**config.mk**
```make
export PLATFORM = sky130hd
export DESIGN_NAME = median_stream_filter
export DESIGN_NICKNAME = d
export VERILOG_FILES = /design/src/rtl/median_stream_pkg.sv /design/src/rtl/median_rank_select.sv /design/src/rtl/median_stream_filter.sv
export SDC_FILE = /design/constraint.sdc
export NUM_CORES = 1
export LEC_CHECK = 0
export BUFFER_PORTS_ARGS = -buffer_cell sky130_fd_sc_hd__buf_2
export CAP_MARGIN = 30
export CORE_MARGIN = 5
export CORE_UTILIZATION = 50
export DETAILED_ROUTE_END_ITERATION = 12
export PLACE_DENSITY_LB_ADDON = 0.15
export SKIP_LAST_GASP = 1
export SYNTH_ARGS = -nofsm -noshare
export SYNTH_HDL_FRONTEND = slang
export SYNTH_HIERARCHICAL = 1
export SYNTH_SLANG_ARGS = --single-unit
export TNS_END_PERCENT = 1
```
**constraint.sdc**
```tcl
create_clock -name clk -period 3.95 [get_ports clk]
set_clock_uncertainty 0.1 [all_clocks]
set_input_delay 0.79 -clock clk [delete_from_list [all_inputs] [get_ports clk]]
set_output_delay 0.79 -clock clk [all_outputs]
set_load 0.02 [all_outputs]
```
**src/rtl/median_stream_pkg.sv**
```systemverilog
// Shared types and sizing helpers for the streaming median filter.
package median_stream_pkg;

    localparam int DEFAULT_WINDOW    = 3;
    localparam int DEFAULT_FRAME_LEN = 8533;

    // Bits needed to count 0..value-1. The result is never below 1, so that a
    // counter of a degenerate range still has a legal width.
    function automatic int clog2(input int value);
        int w;
        w = 1;
        while ((1 << w) < value) begin
            w++;
        end
        return w;
    endfunction

    // Fill counter range is 0..WINDOW-1.
    function automatic int fill_width(input int window);
        return clog2(window);
    endfunction

    // Sample index range is 0..FRAME_LEN-1.
    function automatic int idx_width(input int frame_len);
        return clog2(frame_len);
    endfunction

    typedef enum logic {
        FILL = 1'b0,
        RUN  = 1'b1
    } fill_state_e;

endpackage

```
**src/rtl/median_rank_select.sv**
```systemverilog
// Combinational rank-based median picker over a flattened window of samples.
// Entry 0 is the lowest position index; ties are broken by position so that
// every entry gets a distinct rank and exactly one entry matches the middle.
module median_rank_select #(
    parameter int WIDTH  = 32,
    parameter int WINDOW = 3,
    parameter bit SIGNED = 1'b0
) (
    input  logic [WINDOW*WIDTH-1:0] samples,
    output logic [WIDTH-1:0]        median
);

    localparam int MID = (WINDOW - 1) / 2;

    int rank [WINDOW];

    function automatic logic less_than(input logic [WIDTH-1:0] a, input logic [WIDTH-1:0] b);
        if (SIGNED) begin
            return $signed(a) < $signed(b);
        end
        return a < b;
    endfunction

    // Rank every entry, then forward the one whose rank is the middle.
    always_comb begin
        median = '0;
        for (int i = 0; i < WINDOW; i++) begin
            rank[i] = 0;
            for (int j = 0; j < WINDOW; j++) begin
                if (j != i) begin
                    if (less_than(samples[j*WIDTH +: WIDTH], samples[i*WIDTH +: WIDTH]) ||
                        ((samples[j*WIDTH +: WIDTH] == samples[i*WIDTH +: WIDTH]) && (j < i))) begin
                        rank[i] = rank[i] + 1;
                    end
                end
            end
        end
        for (int i = 0; i < WINDOW; i++) begin
            if (rank[i] == MID) begin
                median = samples[i*WIDTH +: WIDTH];
            end
        end
    end

endmodule

```
**src/rtl/median_stream_filter.sv**
```systemverilog
// Streaming sliding-window median filter with frame-aligned windows.
// The newest sample bypasses the window registers straight into the selector,
// so the median is ready on the same edge that accepts the completing sample.
module median_stream_filter
    import median_stream_pkg::*;
#(
    parameter int WIDTH     = 32,
    parameter int WINDOW    = DEFAULT_WINDOW,
    parameter int FRAME_LEN = DEFAULT_FRAME_LEN,
    parameter bit SIGNED    = 1'b0
) (
    input  logic             clk,
    input  logic             rst,
    input  logic             in_valid,
    output logic             in_ready,
    input  logic [WIDTH-1:0] in_data,
    output logic             out_valid,
    input  logic             out_ready,
    output logic [WIDTH-1:0] out_data,
    output logic             out_last,
    output logic             frame_done,
    output logic             busy
);

    localparam int FILL_W = fill_width(WINDOW);
    localparam int IDX_W  = idx_width(FRAME_LEN);
    localparam int HIST   = (WINDOW > 1) ? WINDOW - 1 : 1;
    localparam logic [FILL_W-1:0] FILL_FULL = FILL_W'(WINDOW - 1);
    localparam logic [IDX_W-1:0]  IDX_LAST  = IDX_W'(FRAME_LEN - 1);
    // A one-entry window never needs filling, so it lives in RUN permanently.
    localparam fill_state_e START_STATE = (WINDOW == 1) ? RUN : FILL;

    if ((WINDOW < 1) || ((WINDOW % 2) == 0)) begin : g_bad_window
        $error("median_stream_filter: WINDOW must be odd and at least 1");
    end
    if (FRAME_LEN < WINDOW) begin : g_bad_frame
        $error("median_stream_filter: FRAME_LEN must not be smaller than WINDOW");
    end

    logic [WIDTH-1:0]        win [HIST];
    logic [FILL_W-1:0]       fill;
    logic [IDX_W-1:0]        idx;
    fill_state_e             state;
    logic                    accept;
    logic                    frame_end;
    logic [WINDOW*WIDTH-1:0] cand;
    logic [WIDTH-1:0]        median;

    assign in_ready  = !out_valid || out_ready;
    assign accept    = in_valid && in_ready;
    assign frame_end = (idx == IDX_LAST);
    assign busy      = (fill != '0) || out_valid;

    // Candidate set: incoming sample at position 0, then the held history.
    always_comb begin
        cand = '0;
        cand[WIDTH-1:0] = in_data;
        for (int i = 1; i < WINDOW; i++) begin
            cand[i*WIDTH +: WIDTH] = win[i-1];
        end
    end

    median_rank_select #(
        .WIDTH  (WIDTH),
        .WINDOW (WINDOW),
        .SIGNED (SIGNED)
    ) u_select (
        .samples (cand),
        .median  (median)
    );

    // Shift the history on every accepted sample.
    always_ff @(posedge clk) begin
        if (rst) begin
            for (int i = 0; i < HIST; i++) begin
                win[i] <= '0;
            end
        end else if (accept) begin
            win[0] <= in_data;
            for (int i = 1; i < HIST; i++) begin
                win[i] <= win[i-1];
            end
        end
    end

    // Fill/run sequencing, frame index tracking and the single output register.
    always_ff @(posedge clk) begin
        if (rst) begin
            state      <= START_STATE;
            fill       <= '0;
            idx        <= '0;
            out_valid  <= 1'b0;
            out_data   <= '0;
            out_last   <= 1'b0;
            frame_done <= 1'b0;
        end else begin
            frame_done <= out_valid && out_ready && out_last;
            if (out_ready) begin
                out_valid <= 1'b0;
                out_last  <= 1'b0;
            end
            if (accept) begin
                idx <= frame_end ? '0 : idx + 1'b1;
                case (state)
                    FILL: begin
                        fill <= fill + 1'b1;
                        if (fill + 1'b1 == FILL_FULL) begin
                            state <= RUN;
                        end
                    end
                    RUN: begin
                        out_valid <= 1'b1;
                        out_data  <= median;
                        out_last  <= frame_end;
                        if (frame_end) begin
                            fill  <= '0;
                            state <= START_STATE;
                        end
                    end
                endcase
            end
        end
    end

endmodule

```
==> results of run 1 <==
-- worst paths after layout --
kind / start / to / slack [ns] / cells after the start
max reg2reg: win[0][9] / out_data[3] / 0.54 / 13
max: in_data[9] / out_data[3] / 0.50 / 13
min: out_data[7] / out_data[7] / 0.35 / 2
min reg2reg: out_data[7] / out_data[7] / 0.35 / 2
-- power groups by stage --
stage	clock network [uW]	registers, uW	logic, uW
6_report	1490	1380	738
5_1_grt	1580	1390	821
4_1_cts	1520	1380	734
3_5_place_dp	0	1410	727
3_3_place_gp	0	1410	712
2_1_floorplan	0	1410	475
-- sequential cells by signal (all words and copies together), names as in the netlist --
name and flops:
frame_done 1, idx 14, fill 2, win 64, out_valid 1, state 1, out_last 1, out_data 32
-- cells by family after synthesis --
group,count (synthesis),synth area share (%)
adder cells (fa/ha/maj),101,17.33
AND/OR/NAND/NOR,294,20.86
multiplexers,4,0.5491
buffers and inverters,104,5.576
XOR/XNOR,9,1.081
flip-flops,116,40.63
AO/OA/AOI/OAI,155,13.97
-- metal layers --
layer / vias to the layer above / share of wire, % / wire length, um / GRT usage, %
met5: - / 0 / 0 / 0
met4: 0 / 1.8 / 321 / 8.651
met3: 21 / 5.2 / 923 / 4.431
met2: 156 / 45 / 7962 / 33.35
met1: 2794 / 48 / 8377 / 30.23
li1: 2963 / - / - / -
-- worst max-delay path, cell delays in order --
cell	delay [ns]
buf_2	0.12
ha_1	0.32
a21o_1	0.18
a221o_1	0.34
a221o_1	0.39
nor3_1	0.28
nor3b_1	0.11
a21oi_2	0.21
mux2i_2	0.34
buf_12	0.22
a221o_1	0.17
nand2_1	0.05
a21oi_1	0.14
-- cell type report --
cell class,count,area [um^2],area share [%]
Inverter,73,274.0,3.220
Timing Repair Buffer,86,515.5,6.057
Clock buffer,22,518.0,6.086
Multi-Input combinational cell,563,3945,46.35
Tap cell,184,230.2,2.705
Clock inverter,10,65.06,0.7645
Sequential cell,116,2963,34.81
-- per-stage QoR --
| step | cells | worst slack [ns] | util, % | power (uW) |
|---|---|---|---|---|
| after floorplan | 783 | 0.6310 | - | 1884 |
| after global placement | 1022 | 0.2195 | 54.96 | 2120 |
| after detailed placement | 1022 | 0.1146 | 54.96 | 2136 |
| after CTS | 1054 | 0.5508 | 59.00 | 3639 |
| after global routing | 1054 | 0.3615 | 59.00 | 3791 |
| final | 1054 | 0.4969 | 59.00 | 3610 |
-- cell usage after synthesis, drive strengths merged (3+ instances only) --
cell type,instances,area share (%)
and2,67,5.8
inv,73,3.8
a21o,6,0.62
nand3,20,1.4
nor2,43,2.2
o21ai,16,1.1
buf,13,0.89
or3,4,0.43
and3,3,0.27
and4,4,0.51
nand2,95,4.9
edfxtp,64,26
mux2i,4,0.55
dfxtp,52,14
nor4,5,0.43
a21oi,81,5.7
o211ai,4,0.41
ha,101,17
nand2b,4,0.34
a221o,34,4.7
nor2b,5,0.43
nor3,4,0.27
clkbuf,18,0.93
xnor2,3,0.36
a211oi,4,0.41
xor2,6,0.72
nand4,27,2.4
-- cell usage in the layout (no fill, tap or decap), drive strengths merged, types with 6 or more instances in the layout --
cell type,count
xor2,6
nor2,43
and2,67
inv,76
a21oi,81
edfxtp,64
ha,101
buf,86
a221o,34
clkinv,7
a21o,6
nand4,27
dfxtp,52
clkbuf,22
nand2,95
o21ai,16
nand3,20
==> impl_metrics.json, run 1 <==
{
  "grt.overflow.total": 0,
  "htreeDepth": 4,
  "hold_viol": 0,
  "ys_async_sr_fraction_pct": 0,
  "worst_pin_slew_ns": 0.9058,
  "antenna_found_initial": 0,
  "setup_viol": 0,
  "p_int_uw": 2571,
  "start_kind": "primary input",
  "swShare_pct": 28.78,
  "drcViolationCount": 0,
  "syn-num-nets": 920,
  "drv_slew": 0,
  "syn-cell-area_um2": 7292,
  "ys_seq_elements": 116,
  "antennaDiodeCount": 0,
  "maxCapViolCount": 0,
  "synth_edf_count": 64,
  "fin_crit_sh_pct": 87.42,
  "grt_pass1_wl_um": 29090,
  "cts_sinks": 116,
  "worstSetupPathType": "in2reg",
  "hold_class": "reg2reg",
  "ctsHoldBuffers": 0,
  "clockRootBuffer": "clkbuf_16",
  "slew_headroom_pct": 39.61,
  "place.gp.congestion": 0.8829,
  "die_h_um": 130.8,
  "fmax_ghz": 0.2896,
  "arrival_ns": 3.70,
  "vias": 5934,
  "crit_path_end_kind": "flip-flop",
  "fin_crit_ns": 3.453,
  "yosys_warnings": 6,
  "drive_gt1_share_pct": 15.40,
  "num-nets-final": 994,
  "p_seq_share_pct": 38.4,
  "clk_latency_ns": 0.42,
  "pwr-share-comb_pct": 20.4,
  "wl_per_cell_um": 16.68,
  "ant_nets": 0,
  "cts_tree": "yes",
  "area.growth.synth_to_final_pct": 16.71,
  "powerDensity_nw_per_um2": 424.2,
  "cts_buffers": 17,
  "post_cts_buffers": 0,
  "yosysSeqAreaShare_pct": 40.63,
  "p_sw_uw": 1039,
  "required_ns": 4.20,
  "grt_pass1_vias": 5827,
  "grt_max_degree": 67,
  "outcome": "finished clean",
  "p_clk_share_pct": 41.2,
  "port_buffers": 72,
  "viasPerCell": 5.630,
  "num_io_pins": 73,
  "placeableCoreArea_um2": 14420,
  "fin_tns_setup_ns": 0,
  "cts_max_path_buffers": 2,
  "cts.clk_slew.worst_paths_ns": 0.05,
  "nFillCells": 1288,
  "finalInstanceArea_um2": 8511,
  "avgSynthCellArea_um2": 9.313,
  "place_hpwl_um": 12260,
  "place_area_um2": 7928,
  "start_util_pct": 50.56,
  "wl_um": 17580,
  "die-area_um2": 17100,
  "dieWidth_um": 130.8,
  "ir_drop_v": 0.0002997,
  "post_cts_resized": 0,
  "whs_ns": 0.3506,
  "first_iter_violations": 374,
  "leakagePower_uw": 0.003657,
  "rows": 44,
  "netlist_instances": 783,
  "yosysUniqueCellTypes": 54,
  "grt_setup_unrepaired": "no",
  "ys.flop_type": "edfxtp_1",
  "critPathMaxFanout": 24,
  "dr.pass1.iters": 5,
  "grt_usage_pct": 21.75
}
Power figures use the tool's default switching activity.
==> inputs of run 2 (changes only) <==
Settings changed: ABC_AREA set to 1, PLACE_DENSITY set to 0.69, PLACE_DENSITY_LB_ADDON 0.15 to not set, SLEW_MARGIN set to 20.
==> impl_metrics.json, run 2 <==
{
  "die-area_um2": 19230,
  "nFillCells": 1565,
  "cts_sinks": 116,
  "critPathMaxFanout": 32,
  "grt.overflow.total": 0,
  "cts_max_path_buffers": 2,
  "grt_setup_unrepaired": "no",
  "pre_cts_ws_ns": 0.6488,
  "top_register": "win",
  "clk_latency_ns": 0.43,
  "synth_top_area_share_pct": 23.21,
  "yosysUniqueCellTypes": 38,
  "drive_gt1_share_pct": 15.25,
  "worstSetupPathType": "reg2reg",
  "reg_top3": "win x64, out_data x32, idx x14",
  "cts_tree": "yes",
  "setup_slack_ns": 0.9599,
  "leakagePower_uw": 0.004486,
  "grt_usage_pct": 21.25,
  "cts.clk_slew.worst_paths_ns": 0.05,
  "place_hpwl_um": 14320,
  "powerDensity_nw_per_um2": 414.6,
  "ys_async_sr_fraction_pct": 0,
  "viasPerCell": 5.088,
  "yosysSeqAreaShare_pct": 35.79,
  "antennaDiodeCount": 0,
  "arrival_ns": 3.25,
  "netlist_instances": 1102,
  "synth_edf_count": 64,
  "grt_pass1_wl_um": 33520,
  "largest_reg_flops": 64,
  "placeableCoreArea_um2": 16410,
  "crit_path_end_kind": "flip-flop",
  "ys_seq_elements": 116,
  "fmax_ghz": 0.3344,
  "start_util_pct": 50.46,
  "synth_top_cells_by_count": "nand2_1, inv_1, nor2_1",
  "avgSynthCellArea_um2": 7.513,
  "drv_slew": 0,
  "syn-cell-area_um2": 8279,
  "final_cell_mix": "nand2_1, inv_1, nor2_1, nand3_1, ha_1",
  "first_iter_violations": 364,
  "fin_crit_sh_pct": 75.70,
  "num_io_pins": 73,
  "synth_area_leader_cell": "edfxtp_1",
  "dr.pass1.iters": 5,
  "setup_viol": 0,
  "die_h_um": 138.7,
  "hold_class": "reg2reg",
  "post_cts_buffers": 0,
  "post_cts_resized": 0,
  "grt_pass1_vias": 6766,
  "layout_commonest_cell": "nand2_1",
  "place.gp.congestion": 0.8827,
  "fin_crit_ns": 2.990,
  "wl_per_cell_um": 14.57,
  "rows": 47,
  "area.growth.synth_to_final_pct": 12.77,
  "drcViolationCount": 0,
  "hold_viol": 0,
  "slew_headroom_pct": 50.80,
  "grt_max_degree": 39,
  "ys.flop_type": "edfxtp_1",
  "maxCapViolCount": 0,
  "outcome": "finished clean",
  "htreeDepth": 4,
  "port_buffers": 72,
  "dieWidth_um": 138.7,
  "syn-num-nets": 1239,
  "clockRootBuffer": "clkbuf_16",
  "ir_drop_v": 0.0003545,
  "cts_buffers": 17,
  "num-nets-final": 1304,
  "start_kind": "flip-flop",
  "antenna_found_initial": 0,
  "wl_um": 20400,
  "yosys_warnings": 6,
  "synth.most_common_cell": "nand2_1",
  "ant_nets": 0,
  "fin_tns_setup_ns": 0,
  "worst_pin_slew_ns": 0.7354,
  "ctsHoldBuffers": 0,
  "vias": 7123,
  "required_ns": 4.21,
  "synth_area_leaders": "edfxtp_1, ha_1, dfxtp_1, nand2_1, inv_1"
}
[run 2: logic make-up (layout without fill, tap and decap cells)]
logic type	count (synthesis)	count (layout)	synth area share [%]
flops	116	116	35.79
simple gates	565	565	29.76
buf+inv	211	289	11.18
fa+ha+maj	101	101	15.26
xor+xnor	5	5	0.5289
compound gates	104	104	7.481
[run 2: report_power, final]
part	internal [uW]	switching (uW)	leakage (uW)
Clock	953	547	0.000273
Combinational	328	653	0.00309
Sequential	1340	46.5	0.00113
Total	2620	1250	0.00449
[run 2: layout make-up]
cell class | instances | area, um^2 | share of cell area, %
inverter | 173 | 659.4 | 7.062
sequential | 116 | 2963 | 31.73
clock inverter | 10 | 106.4 | 1.139
timing repair buffer | 84 | 475.5 | 5.092
tap | 220 | 275.3 | 2.948
multi-input combinational | 775 | 4393 | 47.05
clock buffer | 22 | 464.2 | 4.972
[run 2: critical path, stage by stage (launching register included)]
cell,delay [ns]
edfxtp_1,0.42
ha_1,0.35
nand4_1,0.15
nor3_1,0.39
nand2_1,0.12
nand2_1,0.08
nand2_1,0.06
nand2_2,0.08
nand2_1,0.08
nand2_1,0.08
nand2_2,0.06
inv_2,0.53
nand2_1,0.13
nand2_1,0.12
nand2_2,0.06
a21oi_2,0.12
[run 2: final timing paths]
kind / from / slack, ns / end / cells past startpoint
setup / recovery: win[0][15] / 0.96 / out_data[8] / 15
hold / removal: out_data[27] / 0.36 / out_data[27] / 2
setup reg to reg: win[0][15] / 0.96 / out_data[8] / 15
hold reg to reg: out_data[27] / 0.36 / out_data[27] / 2
[run 2: per-layer routing]
| layer | share of wire [%] | track usage [%] | wire length, um | vias to the layer above |
|---|---|---|---|---|
| li1 | - | - | - | 3677 |
| met1 | 47 | 28.79 | 9640 | 3217 |
| met2 | 46 | 34.56 | 9305 | 199 |
| met3 | 5.5 | 4.172 | 1132 | 30 |
| met4 | 1.6 | 6.488 | 320 | 0 |
| met5 | 0 | 0 | 0 | - |
[run 2: per-stage QoR]
step | utilization [%] | hold slack (ns) | area [um^2] | total power [uW] | std cells
finish | 56.91 | 0.3599 | 9336 | 3871 | 1400
global route | 56.91 | 0.3811 | 9336 | 4093 | 1400
CTS | 56.91 | 0.3649 | 9336 | 3885 | 1400
detailed placement | 53.43 | 0.3564 | 8766 | 2379 | 1368
global placement | 53.43 | 0.3511 | 8766 | 2362 | 1368
floorplan | - | 0.3522 | 8279 | 2132 | 1102
==> inputs of run 3 (changes only) <==
Settings changed: ABC_AREA 1 to 0, PLACE_DENSITY 0.69 to 0.72.
Clock period 3.95 ns to 2.4 ns, I/O delays scaled along.
==> impl_metrics.json, run 3 (synthesized netlist as in run 1, its figures left out) <==
{
  "outcome": "finished with violations",
  "violations": "setup timing",
  "cts_tree": "yes",
  "cts_buffers": 17,
  "ant_nets": 0,
  "slowest_delay_ns": 0.43,
  "crit_path_end_kind": "flip-flop",
  "wl_per_cell_um": 16.79,
  "layout.cells.non_filler": 1166,
  "num-nets-final": 1106,
  "grt.overflow.total": 0,
  "htreeDepth": 4,
  "drv_slew": 0,
  "area.growth.synth_to_final_pct": 31.59,
  "grt_pass1_vias": 6085,
  "setup_viol": 32,
  "cts_max_path_buffers": 2,
  "drive_gt1_share_pct": 26.27,
  "antenna_found_initial": 0,
  "required_ns": 2.65,
  "cts.clk_slew.worst_paths_ns": 0.05,
  "start_util_pct": 50.56,
  "setup_slack_ns": -0.7609,
  "cp_cell_sequence": "buf_4, ha_1, nand4_1, a2111o_1, a31oi_1, a21oi_2, or2_4, mux2i_4, buf_6, buf_8, a221o_1, nand2_1, a21oi_2",
  "whs_ns": 0.2488,
  "dr.pass1.iters": 5,
  "finalInstanceArea_um2": 9595,
  "critPathMaxFanout": 5,
  "layout_commonest_cell": "buf_4",
  "die-area_um2": 17100,
  "viasPerCell": 5.570,
  "drcViolationCount": 0,
  "vias": 6495,
  "placeableCoreArea_um2": 14420,
  "worstSetupPathType": "reg2reg",
  "grt_max_degree": 67,
  "reg_top3": "win x64, out_data x32, idx x14",
  "top_register": "win",
  "ctsHoldBuffers": 0,
  "dp_cells": 1120,
  "cts_sinks": 116,
  "start_kind": "flip-flop",
  "place.gp.congestion": 0.8439,
  "crit_slowest_cell": "a2111o_1",
  "antennaDiodeCount": 0,
  "ir_drop_v": 0.0006770,
  "final_cell_mix": "buf_4, ha_1, nand2_1, a21oi_1, buf_2",
  "powerDensity_nw_per_um2": 675.3,
  "die_h_um": 130.8,
  "rows": 44,
  "wl_um": 19570,
  "clk_latency_ns": 0.43,
  "maxCapViolCount": 0,
  "dieWidth_um": 130.8,
  "fin_tns_setup_ns": -23.26,
  "clockRootBuffer": "clkbuf_16",
  "worst_pin_slew_ns": 0.4417,
  "port_buffers": 72,
  "arrival_ns": 3.41,
  "fin_crit_ns": 3.161,
  "num_io_pins": 73,
  "largest_reg_flops": 64,
  "fmax_ghz": 0.3164,
  "hold_class": "in2reg",
  "worst_path_most_repeated_cell": "a21oi_2",
  "place_hpwl_um": 13350,
  "first_iter_violations": 535,
  "place_area_um2": 8736,
  "fin_crit_sh_pct": 131.7,
  "slew_headroom_pct": 70.55,
  "leakagePower_uw": 0.004253,
  "grt_setup_unrepaired": "yes",
  "hold_viol": 0,
  "grt_usage_pct": 22.75,
  "grt_pass1_wl_um": 30360
}
==> run 3: worst paths after layout <==
kind,slack [ns],end,depth (start not counted),start
max,-0.76,out_data[9],13,win[0][11]
max reg2reg,-0.76,out_data[9],13,win[0][11]
min,0.25,frame_done,2,out_ready
min reg2reg,0.35,out_data[12],2,out_data[12]
==> run 3: timing repair <==
action / CTS / global route
resized for setup: 3 / 21
setup buffers: 1 / 8
pin swaps: 1 / 16
setup endpoints to repair: 32 / 32
cloned: 0 / 5
==> run 3: power breakdown <==
| part | switching [uW] | leakage (uW) | internal [uW] |
|---|---|---|---|
| clock | 898 | 0.000286 | 1630 |
| combinational | 863 | 0.00284 | 823 |
| sequential | 64.0 | 0.00113 | 2210 |
==> run 3: metrics by stage <==
step	util, %	power (uW)	setup slack [ns]
final	66.53	6479	-0.7609
after global routing	66.53	6751	-0.8574
after CTS	64.84	6312	-0.7245
after detailed placement	60.57	3754	-0.9577
after global placement	60.57	3722	-0.8797
after floorplan	-	3105	-0.5127
==> run 3: final cells by class <==
class / count / area, um^2
Clock buffer: 22 / 485.5
Fill cell: 1185 / 4828
Sequential cell: 116 / 2963
Clock inverter: 10 / 102.6
Multi-Input combinational cell: 563 / 4048
Tap cell: 184 / 230.2
Inverter: 73 / 274.0
Timing Repair Buffer: 198 / 1493
==> run 3: critical path: cells and delay by family (launching register included) <==
family / cells / cell delay (ns)
AO/OA/AOI/OAI: 5 / 1.06
AND/OR/NAND/NOR: 3 / 0.57
buffers and inverters: 3 / 0.45
flip-flops: 1 / 0.39
adder cells (fa/ha/maj): 1 / 0.33
multiplexers: 1 / 0.20
==> run 3: per-layer routing <==
layer	global-route usage [%]	routed length, um	up-vias
met2	36.18	9013	186
met3	5.203	1074	24
met1	31.10	9133	3107
met5	0	0	-
met4	6.897	350	0
li1	-	-	3178
